[src/rtl/vga_plot_arbiter.sv]
// vga_plot_arbiter: shares one registered VGA plot port between two pixel
// requesters (round-robin) and an optional full-screen clear engine.
// Optional feature macro: VGA_PLOT_CLEAR_EN enables the CLEAR state, the
// raster counters and the busy/done handshake. When it is undefined the
// block only arbitrates, and busy/done are tied low.
module vga_plot_arbiter #(
  parameter int XW   = 8,
  parameter int YW   = 7,
  parameter int CW   = 3,
  parameter int XMAX = 160,
  parameter int YMAX = 120
) (
  input  logic          Clock,
  input  logic          Resetn,
  input  logic          req0,
  input  logic [XW-1:0] x0,
  input  logic [YW-1:0] y0,
  input  logic [CW-1:0] c0,
  output logic          ack0,
  input  logic          req1,
  input  logic [XW-1:0] x1,
  input  logic [YW-1:0] y1,
  input  logic [CW-1:0] c1,
  output logic          ack1,
  input  logic          clear,
  input  logic [CW-1:0] clear_color,
  output logic          busy,
  output logic          done,
  output logic [XW-1:0] VGA_X,
  output logic [YW-1:0] VGA_Y,
  output logic [CW-1:0] VGA_COLOR,
  output logic          plot
);

  typedef logic [XW-1:0] x_t;
  typedef logic [YW-1:0] y_t;
  typedef logic [XW:0]   xl_t;
  typedef logic [YW:0]   yl_t;

  // One extra bit so XMAX/YMAX themselves are representable in the limit.
  localparam xl_t X_LIM = xl_t'(XMAX);
  localparam yl_t Y_LIM = yl_t'(YMAX);

  // Registered plot port and handshake state
  logic          r_ack0, r_ack1, r_plot, r_last;
  x_t            r_vga_x;
  y_t            r_vga_y;
  logic [CW-1:0] r_vga_c;

  logic          w_ack0_nxt, w_ack1_nxt, w_plot_nxt, w_last_nxt;
  x_t            w_vga_x_nxt;
  y_t            w_vga_y_nxt;
  logic [CW-1:0] w_vga_c_nxt;

  logic          w_arb_en;
  logic          w_elig0, w_elig1, w_grant0, w_grant1;
  logic          w_in_range0, w_in_range1;

`ifdef VGA_PLOT_CLEAR_EN
  typedef enum logic {S_IDLE, S_CLEAR} state_t;

  localparam x_t X_LAST = x_t'(XMAX - 1);
  localparam y_t Y_LAST = y_t'(YMAX - 1);

  state_t        r_state, w_state_nxt;
  x_t            r_cx, w_cx_nxt;
  y_t            r_cy, w_cy_nxt;
  logic [CW-1:0] r_ccol, w_ccol_nxt;
  logic          r_busy, w_busy_nxt;
  logic          r_done, w_done_nxt;
`else
  // The clear inputs have no function in this build.
  logic w_unused_clear;
  assign w_unused_clear = ^{clear, clear_color};
`endif

  // A requester whose ack is already high cannot win again this edge, so a
  // held request is never granted twice in a row.
  assign w_elig0 = req0 & ~r_ack0;
  assign w_elig1 = req1 & ~r_ack1;

  // Round-robin: on a tie, grant the requester that was not granted last.
  assign w_grant0 = w_elig0 & (~w_elig1 | r_last);
  assign w_grant1 = w_elig1 & (~w_elig0 | ~r_last);

  assign w_in_range0 = ({1'b0, x0} < X_LIM) && ({1'b0, y0} < Y_LIM);
  assign w_in_range1 = ({1'b0, x1} < X_LIM) && ({1'b0, y1} < Y_LIM);

  // Next-state and next-output logic for arbitration and clear sequencing
  always_comb begin
    // NOTE: every signal written here gets a default first, so no path can
    // leave one unassigned and infer a latch; blocking '=' is correct here.
    w_ack0_nxt  = 1'b0;
    w_ack1_nxt  = 1'b0;
    w_plot_nxt  = 1'b0;
    w_last_nxt  = r_last;
    w_vga_x_nxt = r_vga_x;
    w_vga_y_nxt = r_vga_y;
    w_vga_c_nxt = r_vga_c;
`ifdef VGA_PLOT_CLEAR_EN
    w_arb_en    = 1'b0;
    w_state_nxt = r_state;
    w_cx_nxt    = r_cx;
    w_cy_nxt    = r_cy;
    w_ccol_nxt  = r_ccol;
    w_busy_nxt  = r_busy;
    w_done_nxt  = 1'b0;

    case (r_state)
      S_CLEAR: begin
        // Issue the current raster pixel, then advance in raster order.
        w_plot_nxt  = 1'b1;
        w_vga_x_nxt = r_cx;
        w_vga_y_nxt = r_cy;
        w_vga_c_nxt = r_ccol;
        if (r_cx == X_LAST) begin
          w_cx_nxt = '0;
          if (r_cy == Y_LAST) begin
            w_cy_nxt    = '0;
            w_done_nxt  = 1'b1;
            w_busy_nxt  = 1'b0;
            w_state_nxt = S_IDLE;
          end else begin
            w_cy_nxt = r_cy + y_t'(1);
          end
        end else begin
          w_cx_nxt = r_cx + x_t'(1);
        end
      end
      default: begin
        if (clear) begin
          w_state_nxt = S_CLEAR;
          w_ccol_nxt  = clear_color;
          w_cx_nxt    = '0;
          w_cy_nxt    = '0;
          w_busy_nxt  = 1'b1;
        end else begin
          w_arb_en = 1'b1;
        end
      end
    endcase
`else
    w_arb_en = 1'b1;
`endif

    if (w_arb_en) begin
      if (w_grant0) begin
        w_ack0_nxt = 1'b1;
        w_last_nxt = 1'b0;
        if (w_in_range0) begin
          w_plot_nxt  = 1'b1;
          w_vga_x_nxt = x0;
          w_vga_y_nxt = y0;
          w_vga_c_nxt = c0;
        end
      end else if (w_grant1) begin
        w_ack1_nxt = 1'b1;
        w_last_nxt = 1'b1;
        if (w_in_range1) begin
          w_plot_nxt  = 1'b1;
          w_vga_x_nxt = x1;
          w_vga_y_nxt = y1;
          w_vga_c_nxt = c1;
        end
      end
    end
  end

  // Register the plot port, handshakes and arbitration history
  always_ff @(posedge Clock or negedge Resetn) begin
    if (!Resetn) begin
      r_ack0  <= 1'b0;
      r_ack1  <= 1'b0;
      r_plot  <= 1'b0;
      r_last  <= 1'b1;
      r_vga_x <= '0;
      r_vga_y <= '0;
      r_vga_c <= '0;
    end else begin
      // NOTE: non-blocking '<=' so every register samples pre-edge values.
      r_ack0  <= w_ack0_nxt;
      r_ack1  <= w_ack1_nxt;
      r_plot  <= w_plot_nxt;
      r_last  <= w_last_nxt;
      r_vga_x <= w_vga_x_nxt;
      r_vga_y <= w_vga_y_nxt;
      r_vga_c <= w_vga_c_nxt;
    end
  end

`ifdef VGA_PLOT_CLEAR_EN
  // Register the clear engine state; reset aborts a fill with no done pulse
  always_ff @(posedge Clock or negedge Resetn) begin
    if (!Resetn) begin
      r_state <= S_IDLE;
      r_cx    <= '0;
      r_cy    <= '0;
      r_ccol  <= '0;
      r_busy  <= 1'b0;
      r_done  <= 1'b0;
    end else begin
      r_state <= w_state_nxt;
      r_cx    <= w_cx_nxt;
      r_cy    <= w_cy_nxt;
      r_ccol  <= w_ccol_nxt;
      r_busy  <= w_busy_nxt;
      r_done  <= w_done_nxt;
    end
  end

  assign busy = r_busy;
  assign done = r_done;
`else
  assign busy = 1'b0;
  assign done = 1'b0;
`endif

  assign ack0      = r_ack0;
  assign ack1      = r_ack1;
  assign plot      = r_plot;
  assign VGA_X     = r_vga_x;
  assign VGA_Y     = r_vga_y;
  assign VGA_COLOR = r_vga_c;

endmodule

[config.mk]
export PLATFORM = sky130hd
export DESIGN_NAME = vga_plot_arbiter
export DESIGN_NICKNAME = d
export VERILOG_FILES = /design/src/rtl/vga_plot_arbiter.sv
export SDC_FILE = /design/constraint.sdc
export NUM_CORES = 1
export LEC_CHECK = 0
export BUFFER_PORTS_ARGS = -buffer_cell sky130_fd_sc_hd__buf_2
export CAP_MARGIN = 20
export CELL_PAD_IN_SITES_DETAIL_PLACEMENT = 0
export CELL_PAD_IN_SITES_GLOBAL_PLACEMENT = 1
export CORE_AREA = 10 10 71 73
export CTS_BUF_LIST = sky130_fd_sc_hd__clkbuf_4 sky130_fd_sc_hd__clkbuf_8 sky130_fd_sc_hd__clkbuf_16
export DETAILED_ROUTE_END_ITERATION = 7
export DIE_AREA = 0 0 81 83
export PLACE_DENSITY_LB_ADDON = 0.05
export SLEW_MARGIN = 25
export SYNTH_ARGS = -nofsm -noshare
export SYNTH_HDL_FRONTEND = slang
export SYNTH_SLANG_ARGS = --single-unit
export TNS_END_PERCENT = 5
[constraint.sdc]
create_clock -name Clock -period 2.55 [get_ports Clock]
set_clock_uncertainty 0.15 [all_clocks]
set_input_delay 0.51 -clock Clock [delete_from_list [all_inputs] [get_ports Clock]]
set_output_delay 0.51 -clock Clock [all_outputs]
set_load 0.01 [all_outputs]
==> reports/qor.csv <==
stage,metric,value,unit
layout,antennaDiodeCount,0,
detailed_routing,wl_per_cell,15.6,µm
synth,ys_types,17,
detailed_routing,vias,817,
placement,dpl_cell_area,1510,µm²
setup_path,r2r-end,VGA_X[4]$_DFFE_PN0P_,
cts,hold_buffers,0,
power_and_ir_drop,switching_share,0.294,
synth,netlist_top_cells_count,"dfrtp_1, mux2_2, mux2_4",
synth,ys_async_sr_fraction,1.00,
synth,yosysWarnings,0,
floorplan,fp.dieArea,6720,µm²
floorplan,initial_core_util,0.325,
placement,hpwlAfterDp,2360,µm
layout,fin_cells,186,
detailed_routing,routed_wl,2900,µm
global_route,grt_overflow,0,
synth,syn_area_per_cell,15.7,µm²
floorplan,die_height,83,µm
setup_path,critical_path.cell_chain,"o21a_1, buf_4, mux2_2, mux2_2",
setup_path,cpPeakStageDelay,0.56,ns
setup_path,reg2reg_from,r_last$_DFFE_PN1P_,
timing,setup_viol,0,
power_and_ir_drop,combPwrFrac,0.381,
cts,cts_tree,yes,
setup_path,crit_top_cell,mux2_2,
cts,cts-root-buf,clkbuf_8,
synth,yosysTopAreaCell,dfrtp_1,
cts,path_clk_slew,0.08,ns
placement,io_buffers,60,
synth,synth_edf_count,0,
global_route,grt_max_degree,23,
timing,rsz0062_at_grt,false,
timing,hold_viol_final,0,
synth,yosysMostFrequentCell,dfrtp_1,
power_and_ir_drop,pwr-share-clk,0.203,
setup_path,crit_family,multiplexers,
power_and_ir_drop,power_density,787,nW/µm²
timing,clock.fmax,0.523,GHz
detailed_routing,drc_errors,0,
global_route,grt_antenna_before_repair,0,
setup_path,critical_path.startpoint_type,register,
setup_path,critPathRequiredTime,2.55,ns
synth,yosys_register_bits,22,
power_and_ir_drop,internal_power,0.867,mW
layout,synthToLayoutAreaGrowth,32.2,%
detailed_routing,antenna_left,0,
outcome,status,"complete, no violations",
timing,tightest_slew,0.509,ns
placement,dp.cells,182,
global_route,grt_use_total,0.0820,
synth,synth_area_leaders,"dfrtp_1, mux2_4, mux2_2, buf_6, dfstp_2",
global_route,grt_pass1_vias,971,
setup_path,r2r_slack,0.64,ns
worst_hold_path,hold_class,input port to asynchronous set/reset pin,
timing,slew_viol_final,0,
detailed_routing,dr.pass1.iters,2,
layout,fillCellCount,375,
cts,clock_latency,0.25,ns
synth,synth-seq-area-share,0.468,
cts,cts_inserted_buffers,3,
setup_path,critical_path_buf_inv_count,1,
floorplan,core_area,3630,µm²
power_and_ir_drop,p_sw,0.361,mW
setup_path,crit_type,register to register,
detailed_routing,drt_first_iter_violations,24,
timing,min_period_over_period,0.750,
floorplan,ios,67,
power_and_ir_drop,ir_worst_vdd,270,µV
placement,gp_congestion,0.707,
setup_path,critPathMaxFanout,9,
layout,design_area,1560,µm²
setup_path,r2r.worst_path.cells,4,
power_and_ir_drop,p_total,1.23,mW
timing,slew_headroom,0.660,
detailed_routing,vias_per_cell,4.39,
layout,layout-drive-gt1-share,0.775,
synth,netlist_area,1180,µm²
run,maxCapViolCount,0,
cts,cts_resized,0,
global_route,grt_pass1_wl,4550,µm
power_and_ir_drop,p_seq_frac,0.416,
timing,tns,0,ns
floorplan,die-width,81,µm
setup_path,crit_arrival,1.91,ns
layout,fin_nets,183,
cts,post-cts-setup-buffer-count,0,
timing,post-route-min-period,1.91,ns
cts,htreeDepth,1,
setup_path,cpMaxStageDelayCell,dfstp_2,
floorplan,rows,22,
cts,clockBufferDepth,2,
power_and_ir_drop,p_leak,0.785,nW
cts,clock_sinks,22,
synth,synthCells,75,
synth,synth_top_area_frac,0.445,
setup_path,cp-end-kind,register,
synth,synthFlopType,dfrtp_1,
## cell type report
type / instances / area [µm²] / area share
timing repair buffer: 64 / 330 / 0.212
sequential: 22 / 552 / 0.354
clock buffer: 4 / 55.1 / 0.0353
tap: 48 / 60.1 / 0.0385
multi-input combinational: 48 / 563 / 0.361
## cells in the final DEF, fill, tap and decap left out, drive strengths merged
| master | n |
|---|---|
| buf | 64 |
| mux2 | 36 |
| dfrtp | 21 |
| clkbuf | 4 |
| o21a | 2 |
| conb | 2 |
| nand2b | 1 |
| nor2b | 1 |
| a21oi | 1 |
| nand4 | 1 |
| o21ai | 1 |
| a41oi | 1 |
| a32o | 1 |
| mux2i | 1 |
| dfstp | 1 |
## state kept, by name (all words and copies together) (netlist names)
signal	count
VGA_X	8
plot	1
ack0	1
VGA_Y	7
ack1	1
VGA_COLOR	3
r_last	1
## stage by stage
stage          hold WS [ns]  setup WS, ns  utilization
6_report             0.0636         0.637        0.429
2_1_floorplan        0.0644         0.651            -
4_1_cts              0.0790         0.620        0.429
5_1_grt               0.105         0.529        0.429
3_3_place_gp          0.329         0.425        0.414
3_5_place_dp          0.339         0.413        0.414
## cells by family (layout without fill, tap and decap cells)
kind of cell,after synthesis,in the layout,share of synthesized area
other,1,2,0.00318
and+or+nand+nor,3,3,0.0244
AOI/OAI and AO/OA,6,6,0.0371
buffers and inverters,6,68,0.0583
muxes,37,37,0.409
DFF,22,22,0.468
## layer usage
metal,vias up,part of all wire,GRT usage
met3,0,0.12,0.0399
li1,393,-,-
met5,-,0,0
met2,37,0.47,0.129
met4,0,0,0.0141
met1,387,0.41,0.0990
## worst max path at each step
stage,startpoint,slack [ns],cells past startpoint,end
floorplan,req0,0.65,6,VGA_COLOR[0]$_DFFE_PN0P_
global placement,req0,0.43,6,VGA_X[4]$_DFFE_PN0P_
detailed placement,req0,0.41,6,VGA_X[4]$_DFFE_PN0P_
CTS,r_last$_DFFE_PN1P_,0.62,4,VGA_X[4]$_DFFE_PN0P_
global route,ack0$_DFF_PN0_,0.53,5,VGA_X[4]$_DFFE_PN0P_
finish,r_last$_DFFE_PN1P_,0.64,4,VGA_X[4]$_DFFE_PN0P_
## power by group through the flow
stage	logic, mW	clock network, mW	registers [mW]
finish	0.467	0.249	0.511
floorplan	0.247	0	0.572
global placement	0.478	0	0.515
CTS	0.482	0.264	0.514
detailed placement	0.480	0	0.519
global route	0.508	0.271	0.528
No activity file was read; power rests on OpenSTA's default activity.
